===== config.mk =====
export PLATFORM = sky130hd
export DESIGN_NAME = div8u4_seq
export DESIGN_NICKNAME = d
export VERILOG_FILES = /design/src/rtl/div_pkg.sv /design/src/rtl/div_step.sv /design/src/rtl/div8u4_seq.sv
export SDC_FILE = /design/constraint.sdc
export NUM_CORES = 1
export LEC_CHECK = 0
export BUFFER_PORTS_ARGS = -buffer_cell sky130_fd_sc_hd__buf_2
export CAP_MARGIN = 10
export CORE_MARGIN = 1
export CORE_UTILIZATION = 55
export CTS_CLUSTER_DIAMETER = 200
export CTS_CLUSTER_SIZE = 24
export DETAILED_ROUTE_END_ITERATION = 10
export PLACE_DENSITY = 0.88
export SLEW_MARGIN = 0
export SYNTH_ARGS = -nofsm -noshare
export SYNTH_HDL_FRONTEND = slang
export SYNTH_SLANG_ARGS = --single-unit

===== constraint.sdc =====
create_clock -name clk -period 2.4 [get_ports clk]
set_input_delay 0.24 -clock clk [delete_from_list [all_inputs] [get_ports clk]]
set_output_delay 0.24 -clock clk [all_outputs]
set_load 0.01 [all_outputs]

===== src/rtl/div_pkg.sv =====
// Shared constants and state encoding for the sequential unsigned divider.
package div_pkg;

    // Divisor width; dividend and quotient are twice as wide.
    localparam int DIV_N     = 4;
    localparam int DIV_DVD_W = 2 * DIV_N;
    localparam int DIV_REM_W = DIV_N + 1;
    localparam int DIV_CNT_W = $clog2(2 * DIV_N);

    typedef enum logic [1:0] {
        IDLE = 2'd0,
        CALC = 2'd1,
        DONE = 2'd2
    } div_state_t;

endpackage


===== src/rtl/div_step.sv =====
// One combinational restoring-division step: shift in a dividend bit,
// subtract the divisor when it fits, and report the resulting quotient bit.
module div_step #(
    parameter int N = 4
) (
    input  logic [N:0]   rem_in,
    input  logic         bit_in,
    input  logic [N-1:0] divisor,
    output logic [N:0]   rem_out,
    output logic         q_bit
);

    logic [N+1:0] shifted;
    logic [N+1:0] divisor_ext;
    logic [N+1:0] diff;

    // Compare and conditionally subtract at N+2 bits so no carry is lost;
    // the result always fits back into N+1 bits because it is below divisor.
    always_comb begin
        shifted     = {rem_in, bit_in};
        divisor_ext = {2'b00, divisor};
        diff        = shifted - divisor_ext;
        if (shifted >= divisor_ext) begin
            rem_out = diff[N:0];
            q_bit   = 1'b1;
        end else begin
            rem_out = shifted[N:0];
            q_bit   = 1'b0;
        end
    end

endmodule


===== src/rtl/div8u4_seq.sv =====
// Sequential unsigned divider: 2N-bit dividend by N-bit divisor, one
// quotient bit per cycle (restoring, MSB first), valid/ready on both sides.
module div8u4_seq
    import div_pkg::*;
#(
    parameter int N = DIV_N
) (
    input  logic           clk,
    input  logic           rst_n,
    input  logic           in_valid,
    output logic           in_ready,
    input  logic [2*N-1:0] dividend,
    input  logic [N-1:0]   divisor,
    output logic           out_valid,
    input  logic           out_ready,
    output logic [2*N-1:0] quotient,
    output logic [N-1:0]   remainder,
    output logic           div_by_zero
);

    localparam int DW = 2 * N;
    localparam int CW = $clog2(2 * N);
    localparam logic [CW-1:0] LAST_STEP = CW'(2 * N - 1);

    div_state_t    state_q, state_d;
    logic [CW-1:0] cnt_q, cnt_d;
    logic [DW-1:0] dvd_q, dvd_d;
    logic [N-1:0]  dvs_q, dvs_d;
    logic [N:0]    rem_q, rem_d;
    logic [DW-1:0] quo_q, quo_d;
    logic          dbz_q, dbz_d;
    logic          in_ready_q, in_ready_d;
    logic          out_valid_q, out_valid_d;

    logic [N:0]    step_rem;
    logic          step_bit;

    // The dividend register shifts left each step, so its MSB is always the
    // next bit to bring down.
    div_step #(.N(N)) u_step (
        .rem_in  (rem_q),
        .bit_in  (dvd_q[DW-1]),
        .divisor (dvs_q),
        .rem_out (step_rem),
        .q_bit   (step_bit)
    );

    // Next-state and datapath decode for IDLE -> CALC/DONE -> IDLE.
    always_comb begin
        state_d     = state_q;
        cnt_d       = cnt_q;
        dvd_d       = dvd_q;
        dvs_d       = dvs_q;
        rem_d       = rem_q;
        quo_d       = quo_q;
        dbz_d       = dbz_q;
        in_ready_d  = in_ready_q;
        out_valid_d = out_valid_q;
        case (state_q)
            IDLE: begin
                if (in_valid) begin
                    dvd_d      = dividend;
                    dvs_d      = divisor;
                    cnt_d      = '0;
                    rem_d      = '0;
                    in_ready_d = 1'b0;
                    if (divisor == '0) begin
                        // Zero divisor short-circuits straight to a saturated result.
                        quo_d       = '1;
                        dbz_d       = 1'b1;
                        state_d     = DONE;
                        out_valid_d = 1'b1;
                    end else begin
                        quo_d   = '0;
                        dbz_d   = 1'b0;
                        state_d = CALC;
                    end
                end
            end
            CALC: begin
                rem_d = step_rem;
                quo_d = {quo_q[DW-2:0], step_bit};
                dvd_d = {dvd_q[DW-2:0], 1'b0};
                if (cnt_q == LAST_STEP) begin
                    cnt_d       = '0;
                    state_d     = DONE;
                    out_valid_d = 1'b1;
                end else begin
                    cnt_d = cnt_q + 1'b1;
                end
            end
            DONE: begin
                // Result registers are untouched here, so they hold under backpressure.
                if (out_ready) begin
                    state_d     = IDLE;
                    out_valid_d = 1'b0;
                    in_ready_d  = 1'b1;
                end
            end
            default: begin
                state_d     = IDLE;
                cnt_d       = '0;
                in_ready_d  = 1'b1;
                out_valid_d = 1'b0;
            end
        endcase
    end

    // State and datapath registers; reset aborts any operation in flight.
    always_ff @(posedge clk or negedge rst_n) begin
        if (!rst_n) begin
            state_q     <= IDLE;
            cnt_q       <= '0;
            dvd_q       <= '0;
            dvs_q       <= '0;
            rem_q       <= '0;
            quo_q       <= '0;
            dbz_q       <= 1'b0;
            in_ready_q  <= 1'b1;
            out_valid_q <= 1'b0;
        end else begin
            state_q     <= state_d;
            cnt_q       <= cnt_d;
            dvd_q       <= dvd_d;
            dvs_q       <= dvs_d;
            rem_q       <= rem_d;
            quo_q       <= quo_d;
            dbz_q       <= dbz_d;
            in_ready_q  <= in_ready_d;
            out_valid_q <= out_valid_d;
        end
    end

    assign in_ready    = in_ready_q;
    assign out_valid   = out_valid_q;
    assign quotient    = quo_q;
    assign remainder   = rem_q[N-1:0];
    assign div_by_zero = dbz_q;

endmodule


==> summary by stage, run 1 <==
Timing
The final max-slew violation count is 0. The final period utilization is 0.840. The smallest hold slack is 107 ps. The clock period could shrink to 2020 ps. For this run, the top clock speed supported by timing is 496 MHz. At the pin with the least slew margin, the transition time is 706 ps.

The final setup violation count is 0. The worst max-slew margin expressed relative to the limit is 0.530. The final count of hold timing violations is 0. The setup TNS after final layout is 0 ps. The clock tree skew after final layout is 6.60 ps. Setup repair after global routing left no endpoint under its margin.

Global route
Across every metal layer, demand over resource in global routing totals 0.228. The first global-routing pass estimated 5680 µm of wire. The leftover overflow at the end of global routing is 0. The initial antenna violation count is 0. The number of global-route vias before repair is 1270. Entering global routing, the biggest net connects 34 pins.

Pwr
For this design the ratio of total power to cell area is 1440 mW/mm². The leakage power of the design is 0.000930 µW. The total power of the final layout is 2840 µW. The worst-case IR drop observed on VDD is 0.000710 V.

Synthesis
The distinct cell type count of the synthesized netlist is 40. After synthesis the netlist holds a flip-flop and latch count of 33. For this run, asynchronously set or reset flops after synthesis account for 1.00.

The most instantiated flip-flop cell in the synthesis netlist is sky130_fd_sc_hd__dfrtp_1. The share of the Yosys chip area taken by registers is 0.478. The combined area of all synthesized cells is 0.00173 mm². In this run, synthesis inferred 0 flip-flops with an integrated enable. The count of synthesis-stage warnings from yosys is 0. The cell count after synthesis came out at 164.

The synthesized area per cell is 10.5 µm². Counting every net in the synthesized netlist gives 187.

Final layout
The number of antenna diodes in the final layout is 0. The cell area after layout is 0.00197 mm². The sequential cells in the finished layout cover a total of 827 µm².

After filler insertion, the fill cell instance count of the layout stands at 218. The multi-input combinational cells in the finished layout cover a total of 771 µm². The number of nets in the final layout is 214.

The final standard cell utilization of the core is 0.685. Of the cells placed in the final design, the portion with a size suffix greater than 1 is 0.245. The post-synthesis to final-layout area growth is 13.9%.

Floorplan
The die covers 0.00337 mm². The core region is 0.00288 mm². The effective utilization at floorplan is 0.601. Measured along the y axis, the die boundary spans 58.1 µm. During I/O placement, the number of pins put on the boundary was 31. The number of core rows is 19.

The width of the die is 58.1 µm.

Critical path
Data on the critical path is required at its endpoint by 2630 ps. The arrival time of data at the critical path endpoint is 2250 ps. For this design, the slowest cell found on the critical path is sky130_fd_sc_hd__fa_1. The slack of the worst reg-to-reg path is 380 ps. In this design, the stage delay of the slowest critical-path cell is 380 ps.

The worst setup path is of the flip-flop to flip-flop kind. The reg-to-reg critical path endpoint is rem_q[1]. The category of the worst setup path capture point is a flip-flop.

The launching point of the worst reg2reg path is dvd_q[7]. STA classifies the critical path startpoint as a flip-flop. Walking the worst path, the cells encountered are inv_1 -> ha_1 -> fa_1 -> nand2b_1 -> a21oi_2 -> nor4_1 -> a221o_1. The length in cells of the worst reg-to-reg path is 7. The largest fanout on the critical path is 8.

Outcome
The final reports fail on design-rule violations. The flow ran to the end, but the final reports show violations.

Min path
The worst hold path passes through 2 cells. The critical hold path startpoint is out_ready. The path with the worst hold slack has its endpoint at state_q[1]. The worst hold-check path type is input port to flip-flop.

Clock tree
The number of clock buffers added by TritonCTS is 5. The longest clock path from root to sink contains 2 buffers. The H-tree was split into 2 levels. The buffers inserted during post-CTS setup optimization is 0. At the later pin of the worst-skew pair, clock insertion delay measures 350 ps. TritonCTS built the clock tree. The cts-stage hold buffer count is 1. The clock drives 33 sinks. The post-cts repair resize count is 0. Clock-pin slew was measured on the worst setup and hold paths at 110 ps.

The root buffer cell is sky130_fd_sc_hd__clkbuf_4.

Place
The routability-driven placement congestion ratio is 0.853. After legalization and detailed placement, the total HPWL measured 2540 µm. The number of buffer cells added on primary ports is 30.

The area of placed instances is 0.00186 mm².

Job
The max-capacitance violation count is 0.

Route
The number of optimization iterations in the first detailed-route pass is 7. The post-detailed-route DRC marker count is 2. The number of DRC violations after detailed-routing iteration 0 is 68. The routed length per placed instance is 14.8 µm. Once detail routing completed, the nets flagged for antenna violations numbered 0.

The via density per instance is 5.82. The number of vias after detailed routing is 1363. The aggregate routed wire length is 3470 µm.
==> layout make-up <==
| type | count | area share |
|---|---|---|
| well taps | 42 | 0.0267 |
| inverters | 9 | 0.0172 |
| repair buffers | 34 | 0.0928 |
| clock buffers | 5 | 0.0191 |
| clock inverters | 3 | 0.0330 |
| flip-flops and latches | 33 | 0.420 |
| multi-input cells | 108 | 0.391 |
==> worst max-delay path: cells and delay by family, from the launching register on <==
family,cells,cell delay (ps)
AND/OR/NAND/NOR,2,290
adder cells (fa/ha/maj),2,600
buffers and inverters,1,80
AO/OA/AOI/OAI,2,580
flip-flops,1,370
==> cell families (layout without fill, tap and decap cells) <==
logic type / after synthesis / after routing / synth area share
adder cells (fa/ha/maj): 7 / 7 / 0.0550
buffers and inverters: 23 / 51 / 0.0760
AO/OA/AOI/OAI: 57 / 57 / 0.252
AND/OR/NAND/NOR: 41 / 41 / 0.121
XOR/XNOR: 1 / 1 / 0.00507
flip-flops: 33 / 33 / 0.478
multiplexers: 2 / 2 / 0.0130
==> state kept, by name, summed over array words and instances (netlist names) <==
signal,flops
out_valid,1
dvd_q,8
dvs_q,4
div_by_zero,1
state_q,2
quotient,8
rem_q,5
in_ready,1
cnt_q,3
==> through the flow <==
step                      worst slack, ps  std cells
after floorplan                       588        164
after global routing                  275        234
after CTS                             399        234
after detailed placement              395        225
final                                 384        234
after global placement                516        225
==> layer usage <==
layer	share of wire	vias up	track usage
met3	0.051	9	0.0804
met2	0.49	40	0.379
met1	0.44	660	0.275
met4	0.021	0	0.0782
li1	-	654	-
met5	0	-	0
==> report_power, final <==
group	internal, µW	switching [µW]
logic	587	705
clock network	322	199
registers	801	228
==> cell usage in the layout, fill, tap and decap left out, types with 2 or more instances in the layout <==
cell type                   count
sky130_fd_sc_hd__bufinv_16      2
sky130_fd_sc_hd__clkbuf_4       5
sky130_fd_sc_hd__a22o_1         3
sky130_fd_sc_hd__nand2_1       10
sky130_fd_sc_hd__a21oi_1       10
sky130_fd_sc_hd__buf_4          3
sky130_fd_sc_hd__o21ai_0       14
sky130_fd_sc_hd__a221o_1       11
sky130_fd_sc_hd__a22oi_1        7
sky130_fd_sc_hd__nand2b_1       2
sky130_fd_sc_hd__inv_1          9
sky130_fd_sc_hd__nor2_1        11
sky130_fd_sc_hd__dfrtp_1       32
sky130_fd_sc_hd__ha_1           6
sky130_fd_sc_hd__nor2b_1        9
sky130_fd_sc_hd__nor4_1         3
sky130_fd_sc_hd__buf_2         30
==> worst max-delay path by stage <==
stage,slack (ps),from,end
after floorplan,590,dvd_q[7],rem_q[2]
after global placement,520,dvd_q[7],rem_q[2]
after detailed placement,400,dvd_q[7],rem_q[2]
after CTS,400,dvd_q[7],rem_q[1]
after global routing,270,dvd_q[7],rem_q[1]
final,380,dvd_q[7],rem_q[1]
==> Yosys cell counts, types with 2 or more instances <==
| master | n | area, µm² |
|---|---|---|
| sky130_fd_sc_hd__buf_2 | 3 | 15.0 |
| sky130_fd_sc_hd__nor2b_1 | 9 | 56.3 |
| sky130_fd_sc_hd__buf_6 | 2 | 22.5 |
| sky130_fd_sc_hd__nor4_1 | 3 | 18.8 |
| sky130_fd_sc_hd__inv_1 | 9 | 33.8 |
| sky130_fd_sc_hd__o21ai_0 | 14 | 70.1 |
| sky130_fd_sc_hd__a22oi_1 | 7 | 52.6 |
| sky130_fd_sc_hd__a21oi_1 | 10 | 50.1 |
| sky130_fd_sc_hd__clkbuf_1 | 2 | 7.51 |
| sky130_fd_sc_hd__buf_4 | 7 | 52.6 |
| sky130_fd_sc_hd__nor2_1 | 11 | 41.3 |
| sky130_fd_sc_hd__a221o_1 | 11 | 110 |
| sky130_fd_sc_hd__ha_1 | 6 | 75.1 |
| sky130_fd_sc_hd__nand2b_1 | 2 | 12.5 |
| sky130_fd_sc_hd__a22o_1 | 3 | 26.3 |
| sky130_fd_sc_hd__dfrtp_1 | 32 | 801 |
| sky130_fd_sc_hd__nand2_1 | 10 | 37.5 |
(Power assumes the default switching activity.)
==> run 2: changes to the inputs <==
ABC_AREA = 1   (was default)
CORE_UTILIZATION = 54   (was 55)
PLACE_DENSITY = 0.87   (was 0.88)
clock period = 1.93 ns   (was 2.4 ns; I/O delays follow)
==> run 2 against run 1 <==
Against the previous run: the flow still finishes with violations (design-rule violations); combinational power rose by 36%; area after synthesis shrank 5.4%; clock power rose by 4.6%; hold slack worse by 29 ps; first-iteration DRC count down 2.9%; synthesized cell count is 16% higher; clock skew down 0.95 ps; global-route usage fell by 1.2 points; die area decreased by 3.5%; setup slack got worse by 210 ps; register-to-register slack got worse by 210 ps; critical endpoint unchanged.
==> summary by stage, run 2 <==
Critical path
Cell chain of the critical path: inv_1 -> ha_1 -> fa_1 -> nor2_1 -> nor2_2 -> nand2_2 -> nand2_1 -> nand3_1 -> o21ai_1 (was inv_1 -> ha_1 -> fa_1 -> nand2b_1 -> a21oi_2 -> nor4_1 -> a221o_1). The launching point of the worst reg2reg path is dvd_q[7] (unchanged). The data required time at the worst endpoint is 2150 ps (was 2630 ps).

The reg-to-reg critical path endpoint was rem_q[1] (unchanged). The slack of the worst reg-to-reg path is 170 ps (was 380 ps). The kind of start point of the critical path is a flip-flop (unchanged). The maximum single-stage delay on the critical path is 410 ps (was 380 ps). The largest fanout on the critical path came to 6 (was 8). The length in cells of the worst reg-to-reg path is 9 (was 7). The highest-delay cell along the critical path is sky130_fd_sc_hd__fa_1 (unchanged). The category of the worst setup path capture point was a flip-flop (unchanged). The category of the most critical setup path is flip-flop to flip-flop (unchanged).

The arrival time of data at the critical path endpoint is 1980 ps (was 2250 ps).

Final layout
The final standard cell utilization of the core is 0.671 (was 0.685). Highest-count cells in the layout ignoring fill and taps: sky130_fd_sc_hd__nand2_1, sky130_fd_sc_hd__dfrtp_1, sky130_fd_sc_hd__buf_2, sky130_fd_sc_hd__o21ai_0, sky130_fd_sc_hd__inv_1 (was sky130_fd_sc_hd__dfrtp_1, sky130_fd_sc_hd__buf_2, sky130_fd_sc_hd__o21ai_0, sky130_fd_sc_hd__nor2_1, sky130_fd_sc_hd__a221o_1). The number of fill cells is 236 (was 218). The fraction of layout cells with a size suffix above 1 was 0.228 (was 0.245). The number of nets in the final layout is 246 (was 214). The area taken by flip-flops and latches is 827 µm² (unchanged).

The post-synthesis to final-layout area growth was 15.0% (was 13.9%). The number of antenna cells inserted is 0 (unchanged). The cell area after layout is 0.00188 mm² (was 0.00197 mm²). The area occupied by multi-input gates is 684 µm² (was 771 µm²).

The leading cell type in the layout, fill and taps excluded is sky130_fd_sc_hd__nand2_1 (was sky130_fd_sc_hd__dfrtp_1).

Synthesis
The top-area cell type share of the netlist area came to 0.489 (was 0.463). The count of synthesis-stage warnings from yosys was 0 (unchanged). The async set-or-reset flop fraction in the synthesized netlist is 1.00 (unchanged).

The number of enable flip-flop cells after synthesis was 0 (unchanged). The number of register bits inferred by synthesis is 33 (unchanged). Commonest cells post-synth: sky130_fd_sc_hd__nand2_1, sky130_fd_sc_hd__dfrtp_1, sky130_fd_sc_hd__o21ai_0 (was sky130_fd_sc_hd__dfrtp_1, sky130_fd_sc_hd__o21ai_0, sky130_fd_sc_hd__a221o_1, sky130_fd_sc_hd__nor2_1).

The proportion of synthesized chip area in sequential cells came to 0.505 (was 0.478). The distinct cell type count of the synthesized netlist was 27 (was 40). Leading post-synthesis cells by cell area: sky130_fd_sc_hd__dfrtp_1, sky130_fd_sc_hd__nand2_1, sky130_fd_sc_hd__o21ai_0 (was sky130_fd_sc_hd__dfrtp_1, sky130_fd_sc_hd__a221o_1, sky130_fd_sc_hd__ha_1). The post-synthesis instance total is 191 (was 164). The combined area of all synthesized cells is 0.00164 mm² (was 0.00173 mm²). The most frequent cell after synthesis is sky130_fd_sc_hd__nand2_1 (was sky130_fd_sc_hd__dfrtp_1). The net count after synthesis is 214 (was 187). The most instantiated flip-flop cell in the synthesis netlist is sky130_fd_sc_hd__dfrtp_1 (unchanged).

The cell type with the highest aggregate area in the netlist is sky130_fd_sc_hd__dfrtp_1 (unchanged). The synthesized area per cell is 8.57 µm² (was 10.5 µm²).

Outcome
Violated checks: design-rule violations (unchanged). Run status: finished, violations left (unchanged).

Place
The HPWL after detailed placement is 2250 µm (was 2540 µm). The routability-driven placement congestion ratio is 0.849 (was 0.853). The number of buffer cells added on primary ports is 30 (unchanged). The area of placed instances is 0.00178 mm² (was 0.00186 mm²).

Global route
The number of global-route vias before repair is 1219 (was 1270). The leftover overflow at the end of global routing is 0 (unchanged). The total global-route track usage is 0.216 (was 0.228). The initial antenna violation count is 0 (unchanged). The largest net degree at the start of global routing was 34 (unchanged). The wire length of the first global-routing pass is 5290 µm (was 5680 µm).

Job
The max-capacitance violation count is 0 (unchanged).

Timing
The maximum operating frequency is 569 MHz (was 496 MHz). Unrepaired setup endpoints after global routing: false (unchanged). The final count of hold timing violations is 0 (unchanged).

The clock tree skew after final layout is 5.64 ps (was 6.60 ps). The final max-slew violation count is 0 (unchanged). The setup TNS after final layout is 0 ps (unchanged). The pin slew with the least headroom to its limit was 723 ps (was 706 ps).

The final critical-path required period is 1760 ps (was 2020 ps). The final setup violation count is 0 (unchanged). The worst max-slew margin expressed relative to the limit was 0.518 (was 0.530).

The final period utilization is 0.911 (was 0.840).

Pwr
The worst-case vdd ir drop is 0.00108 V (was 0.000710 V). The power density of the placed cells is 1880 mW/mm² (was 1440 mW/mm²). The sequential group share of total power is 0.350 (was 0.362). The part of the power in combinational logic is 0.496 (was 0.454).

The leakage power of the design is 0.000994 µW (was 0.000930 µW). The cell internal power dissipation is 2010 µW (was 1710 µW). The share of total power consumed by net switching is 0.434 (was 0.398).

The clock network power share is 0.154 (was 0.184). The switching power summed over all nets is 1540 µW (was 1130 µW).

Clock tree
The clock net sink count came to 33 (unchanged). The buffers inserted during post-CTS setup optimization is 0 (unchanged). The count of H-tree levels built during CTS is 2 (unchanged). The clock tree buffer depth was 2 (unchanged). The clock insertion delay at the later pin of the skew report is 340 ps (was 350 ps). The CTS tree is done (unchanged). The root buffer cell is sky130_fd_sc_hd__clkbuf_4 (unchanged). The number of clock buffers inserted by TritonCTS came to 5 (unchanged).

The clock transition at the registers of the reported paths is 100 ps (was 110 ps).

Min path
The worst hold-check path type is input port to flip-flop (unchanged). The terminating pin of the worst hold path is dvd_q[0] (was state_q[1]). The number of instances on the worst hold path is 2 (unchanged). The critical hold path startpoint is dividend[0] (was out_ready).

Floorplan
The width of the die is 57.1 µm (was 58.1 µm). The height of the chip is 57.1 µm (was 58.1 µm). The count of pins on the block boundary is 31 (unchanged). The number of core rows came to 19 (unchanged). The effective utilization at floorplan is 0.583 (was 0.601).

The die area was 0.00325 mm² (was 0.00337 mm²). The area of the core came to 0.00281 mm² (was 0.00288 mm²).

Route
The number of DRC violations after detailed-routing iteration 0 is 66 (was 68). The routed length per placed instance is 12.7 µm (was 14.8 µm). The number of vias after detailed routing is 1379 (was 1363). The number of optimization iterations in the first detailed-route pass came to 7 (unchanged). The post-route antenna net violation count was 0 (unchanged). The aggregate routed wire length is 3250 µm (was 3470 µm).

The via density per instance is 5.41 (was 5.82). The post-detailed-route DRC marker count is 6 (was 2).
## run 2: timing repair
item / 4_1_cts / 5_1_grt
endpoints found under the hold margin: 32 / 0
gates resized for setup: 0 / 2
hold buffers: 1 / 0
endpoints found under the setup margin: 0 / 6
## run 2: worst max path at each step
stage / from / endpoint / slack [ps] / cells after the start
2_1_floorplan: dvs_q[0] / rem_q[3] / 360 / 8
3_3_place_gp: dvs_q[0] / rem_q[0] / 240 / 8
3_5_place_dp: dvd_q[7] / rem_q[1] / 180 / 9
4_1_cts: dvd_q[7] / rem_q[1] / 120 / 9
5_1_grt: dvd_q[7] / rem_q[1] / 50 / 9
6_report: dvd_q[7] / rem_q[1] / 170 / 9
## run 2: kinds of logic (layout without fill, tap and decap cells)
family	after synthesis	in the layout	share of synthesized area
AOI/OAI and AO/OA	42	42	0.144
xor gates and xnor gates	2	2	0.0107
and+or+nand+nor	79	79	0.203
DFF	33	33	0.505
adders and majority gates	7	7	0.0581
buffers and inverters	28	61	0.0795
## run 2: worst max-delay path, delay by kind of cell (launching register included)
| family | cells | cell delay (ps) |
|---|---|---|
| DFF | 1 | 370 |
| adders and majority gates | 2 | 610 |
| AOI/OAI and AO/OA | 1 | 60 |
| buffers and inverters | 1 | 80 |
| and+or+nand+nor | 5 | 510 |
## run 2: power groups by stage
stage	registers (µW)	clock network [µW]	logic [µW]
6_report	1240	546	1760
4_1_cts	1240	555	1730
5_1_grt	1280	580	1990
2_1_floorplan	1260	0	1290
3_5_place_dp	1250	0	1710
3_3_place_gp	1240	0	1660
## run 2: layout make-up
type,instances,share of cell area
flip-flops and latches,33,0.439
multi-input cells,130,0.364
repair buffers,32,0.0891
inverters,21,0.0419
clock buffers,7,0.0293
well taps,31,0.0206
clock inverters,1,0.0160
## run 2: through the flow
stage,hold slack (ps),std cells,total power (µW),setup slack (ps)
CTS,75.3,255,3520,122
floorplan,-103,191,2560,355
global route,81.8,255,3850,48.2
global placement,286,246,2900,240
detailed placement,291,246,2960,179
finish,78.0,255,3550,171
## run 2: per-layer routing
metal	track usage	up-vias	routed length, µm
met1	0.293	645	1530
li1	-	681	-
met2	0.326	47	1480
met4	0.0767	0	52
met5	0	-	0
met3	0.0726	6	181
==> run 3: changes to the inputs <==
CORE_MARGIN = default   (was 1)
RECOVER_POWER = 50   (was default)
==> run 3 against run 2 <==
Against the previous run: the flow still finishes with violations (design-rule violations); global-route usage did not move; clock skew rose by 1.4 ps; final cell count did not move; via count rose by 0.36%; die area did not move; clock-buffer cell count did not move; sequential cell count did not move; sequential share of layout area rose by 0.21 points; fmax rose by 0.14%; setup slack improved by 2.5 ps; critical endpoint unchanged; largest power group unchanged; highest routed layer unchanged.
==> summary by stage, run 3 (synthesis gave the netlist of run 2 again) <==
Outcome
Run status: finished, violations left (unchanged). Violated checks: design-rule violations (unchanged).

Final layout
The leading cell type in the layout, fill and taps excluded is sky130_fd_sc_hd__nand2_1 (unchanged). The final standard cell utilization of the core came to 0.668 (was 0.671). The fraction of layout cells with a size suffix above 1 is 0.196 (was 0.228). The post-synthesis to final-layout area growth is 14.4% (was 15.0%). The number of antenna cells inserted was 0 (unchanged).

Highest-count cells in the layout ignoring fill and taps: sky130_fd_sc_hd__nand2_1, sky130_fd_sc_hd__dfrtp_1, sky130_fd_sc_hd__buf_2, sky130_fd_sc_hd__o21ai_0, sky130_fd_sc_hd__inv_1 (unchanged). The final cell count without fillers came to 255 (unchanged). The number of fill cells is 241 (was 236). The number of nets in the final layout came to 246 (unchanged).

Route
The number of DRC violations after detailed-routing iteration 0 is 67 (was 66). The post-detailed-route DRC marker count is 6 (unchanged). The aggregate routed wire length is 3250 µm (about the same). The via density per instance is 5.43 (was 5.41). The number of vias after detailed routing is 1384 (was 1379). The post-route antenna net violation count is 0 (unchanged).

The number of optimization iterations in the first detailed-route pass is 7 (unchanged). The routed length per placed instance is 12.7 µm (about the same).

Floorplan
The effective utilization at floorplan is 0.583 (unchanged). The count of pins on the block boundary is 31 (unchanged). The width of the die is 57.1 µm (unchanged). The area of the core is 0.00281 mm² (unchanged).

The height of the chip is 57.1 µm (unchanged). The number of core rows is 19 (unchanged). The die area is 0.00325 mm² (unchanged).

Place
The routability-driven placement congestion ratio is 0.849 (unchanged). The HPWL after detailed placement is 2250 µm (unchanged). The number of buffer cells added on primary ports is 30 (unchanged). The placed cell count came to 246 (unchanged).

Clock tree
The clock insertion delay at the later pin of the skew report came to 340 ps (about the same). The root buffer cell is sky130_fd_sc_hd__clkbuf_4 (unchanged). The clock tree buffer depth is 2 (unchanged).

The clock net sink count came to 33 (unchanged). The clock transition at the registers of the reported paths came to 100 ps (about the same). The buffers inserted during post-CTS setup optimization is 0 (unchanged).

The number of clock buffers inserted by TritonCTS was 5 (unchanged). The count of H-tree levels built during CTS was 2 (unchanged). The CTS tree is done (unchanged).

Timing
The final critical-path required period is 1760 ps (about the same). The final period utilization is 0.910 (was 0.911). The maximum operating frequency is 569 MHz (about the same). The clock tree skew after final layout is 7.06 ps (was 5.64 ps).

The final count of hold timing violations was 0 (unchanged). Unrepaired setup endpoints after global routing: false (unchanged). The final max-slew violation count is 0 (unchanged). The final setup violation count was 0 (unchanged). The worst max-slew margin expressed relative to the limit is 0.465 (was 0.518).

The setup TNS after final layout is 0 ps (unchanged). The pin slew with the least headroom to its limit was 802 ps (was 723 ps).

Min path
The number of instances on the worst hold path is 2 (unchanged). The critical hold path startpoint was dividend[0] (unchanged). The worst hold-check path type was input port to flip-flop (unchanged). The terminating pin of the worst hold path is dvd_q[0] (unchanged).

Job
The max-capacitance violation count came to 0 (unchanged).

Critical path
The worst setup path startpoint is dvd_q[7] (unchanged). The slack of the worst reg-to-reg path was 170 ps (about the same). The largest fanout on the critical path was 6 (unchanged). The length in cells of the worst reg-to-reg path is 9 (unchanged). The kind of start point of the critical path is a flip-flop (unchanged).

The reg-to-reg critical path endpoint was rem_q[1] (unchanged). The category of the worst setup path capture point is a flip-flop (unchanged). The category of the most critical setup path is flip-flop to flip-flop (unchanged).

The arrival time of data at the critical path endpoint was 1980 ps (about the same). The launching point of the worst reg2reg path is dvd_q[7] (unchanged). The data required time at the worst endpoint is 2160 ps (was 2150 ps).

Global route
The total global-route track usage came to 0.216 (unchanged). The largest net degree at the start of global routing is 34 (unchanged). The leftover overflow at the end of global routing is 0 (unchanged). The initial antenna violation count is 0 (unchanged). The wire length of the first global-routing pass came to 5290 µm (unchanged). The number of global-route vias before repair is 1219 (unchanged).

Pwr
The power density of the placed cells was 1880 mW/mm² (about the same). The leakage power of the design is 0.000973 µW (was 0.000994 µW). The worst-case vdd ir drop is 0.00108 V (about the same).
## run 3: changes by cell type in the layout (fill, tap and decap cells not counted), sizes merged
cell | before | now
buf | 31 | 23
clkbuf | 7 | 15
## run 3: power breakdown
part	total, µW	switching [µW]	internal, µW
registers	1240	214	1030
logic	1740	1090	650
clock network	547	238	309
total	3530	1540	1990
## run 3: how the worst max path moves through the flow
| stage | end | cells after the start | slack (ps) |
|---|---|---|---|
| detailed placement | rem_q[1] | 9 | 180 |
| CTS | rem_q[1] | 9 | 120 |
| finish | rem_q[1] | 9 | 170 |
| floorplan | rem_q[3] | 8 | 360 |
| global route | rem_q[1] | 9 | 50 |
| global placement | rem_q[0] | 8 | 240 |
## run 3: layout make-up
| class | count | area [µm²] | share of cell area |
|---|---|---|---|
| flip-flops and latches | 33 | 827 | 0.442 |
| multi-input cells | 130 | 684 | 0.365 |
| repair buffers | 32 | 159 | 0.0848 |
| inverters | 21 | 78.8 | 0.0421 |
| clock buffers | 7 | 55.1 | 0.0294 |
| well taps | 31 | 38.8 | 0.0207 |
| clock inverters | 1 | 30.0 | 0.0160 |
## run 3: layer usage
| metal | global-route usage | up-vias | wire, µm | share of wire |
|---|---|---|---|---|
| met1 | 0.293 | 640 | 1510 | 0.47 |
| li1 | - | 681 | - | - |
| met3 | 0.0726 | 6 | 200 | 0.062 |
| met2 | 0.326 | 57 | 1480 | 0.46 |
| met5 | 0 | - | 0 | 0 |
| met4 | 0.0767 | 0 | 52 | 0.016 |
## run 3: worst max-delay path, cell delays in order, from the launching register on
cell	delay, ps
sky130_fd_sc_hd__dfrtp_1	370
sky130_fd_sc_hd__inv_1	80
sky130_fd_sc_hd__ha_1	200
sky130_fd_sc_hd__fa_1	410
sky130_fd_sc_hd__nor2_1	160
sky130_fd_sc_hd__nor2_2	100
sky130_fd_sc_hd__nand2_2	120
sky130_fd_sc_hd__nand2_1	70
sky130_fd_sc_hd__nand3_1	60
sky130_fd_sc_hd__o21ai_1	60
## run 3: per-stage QoR
stage	hold WS [ps]	instance area [µm²]	setup slack (ps)	total power, µW
after floorplan	-103	1640	355	2560
after global placement	286	1780	240	2900
after detailed placement	291	1780	179	2960
after CTS	75.3	1880	122	3520
after global routing	81.8	1870	48.2	3830
final	76.2	1870	174	3530
## run 3: timing repair
| action | 4_1_cts | 5_1_grt |
|---|---|---|
| resized for setup | 0 | 2 |
| endpoints found under the setup margin | 0 | 6 |
| endpoints found under the hold margin | 32 | 0 |
| hold buffers | 1 | 0 |
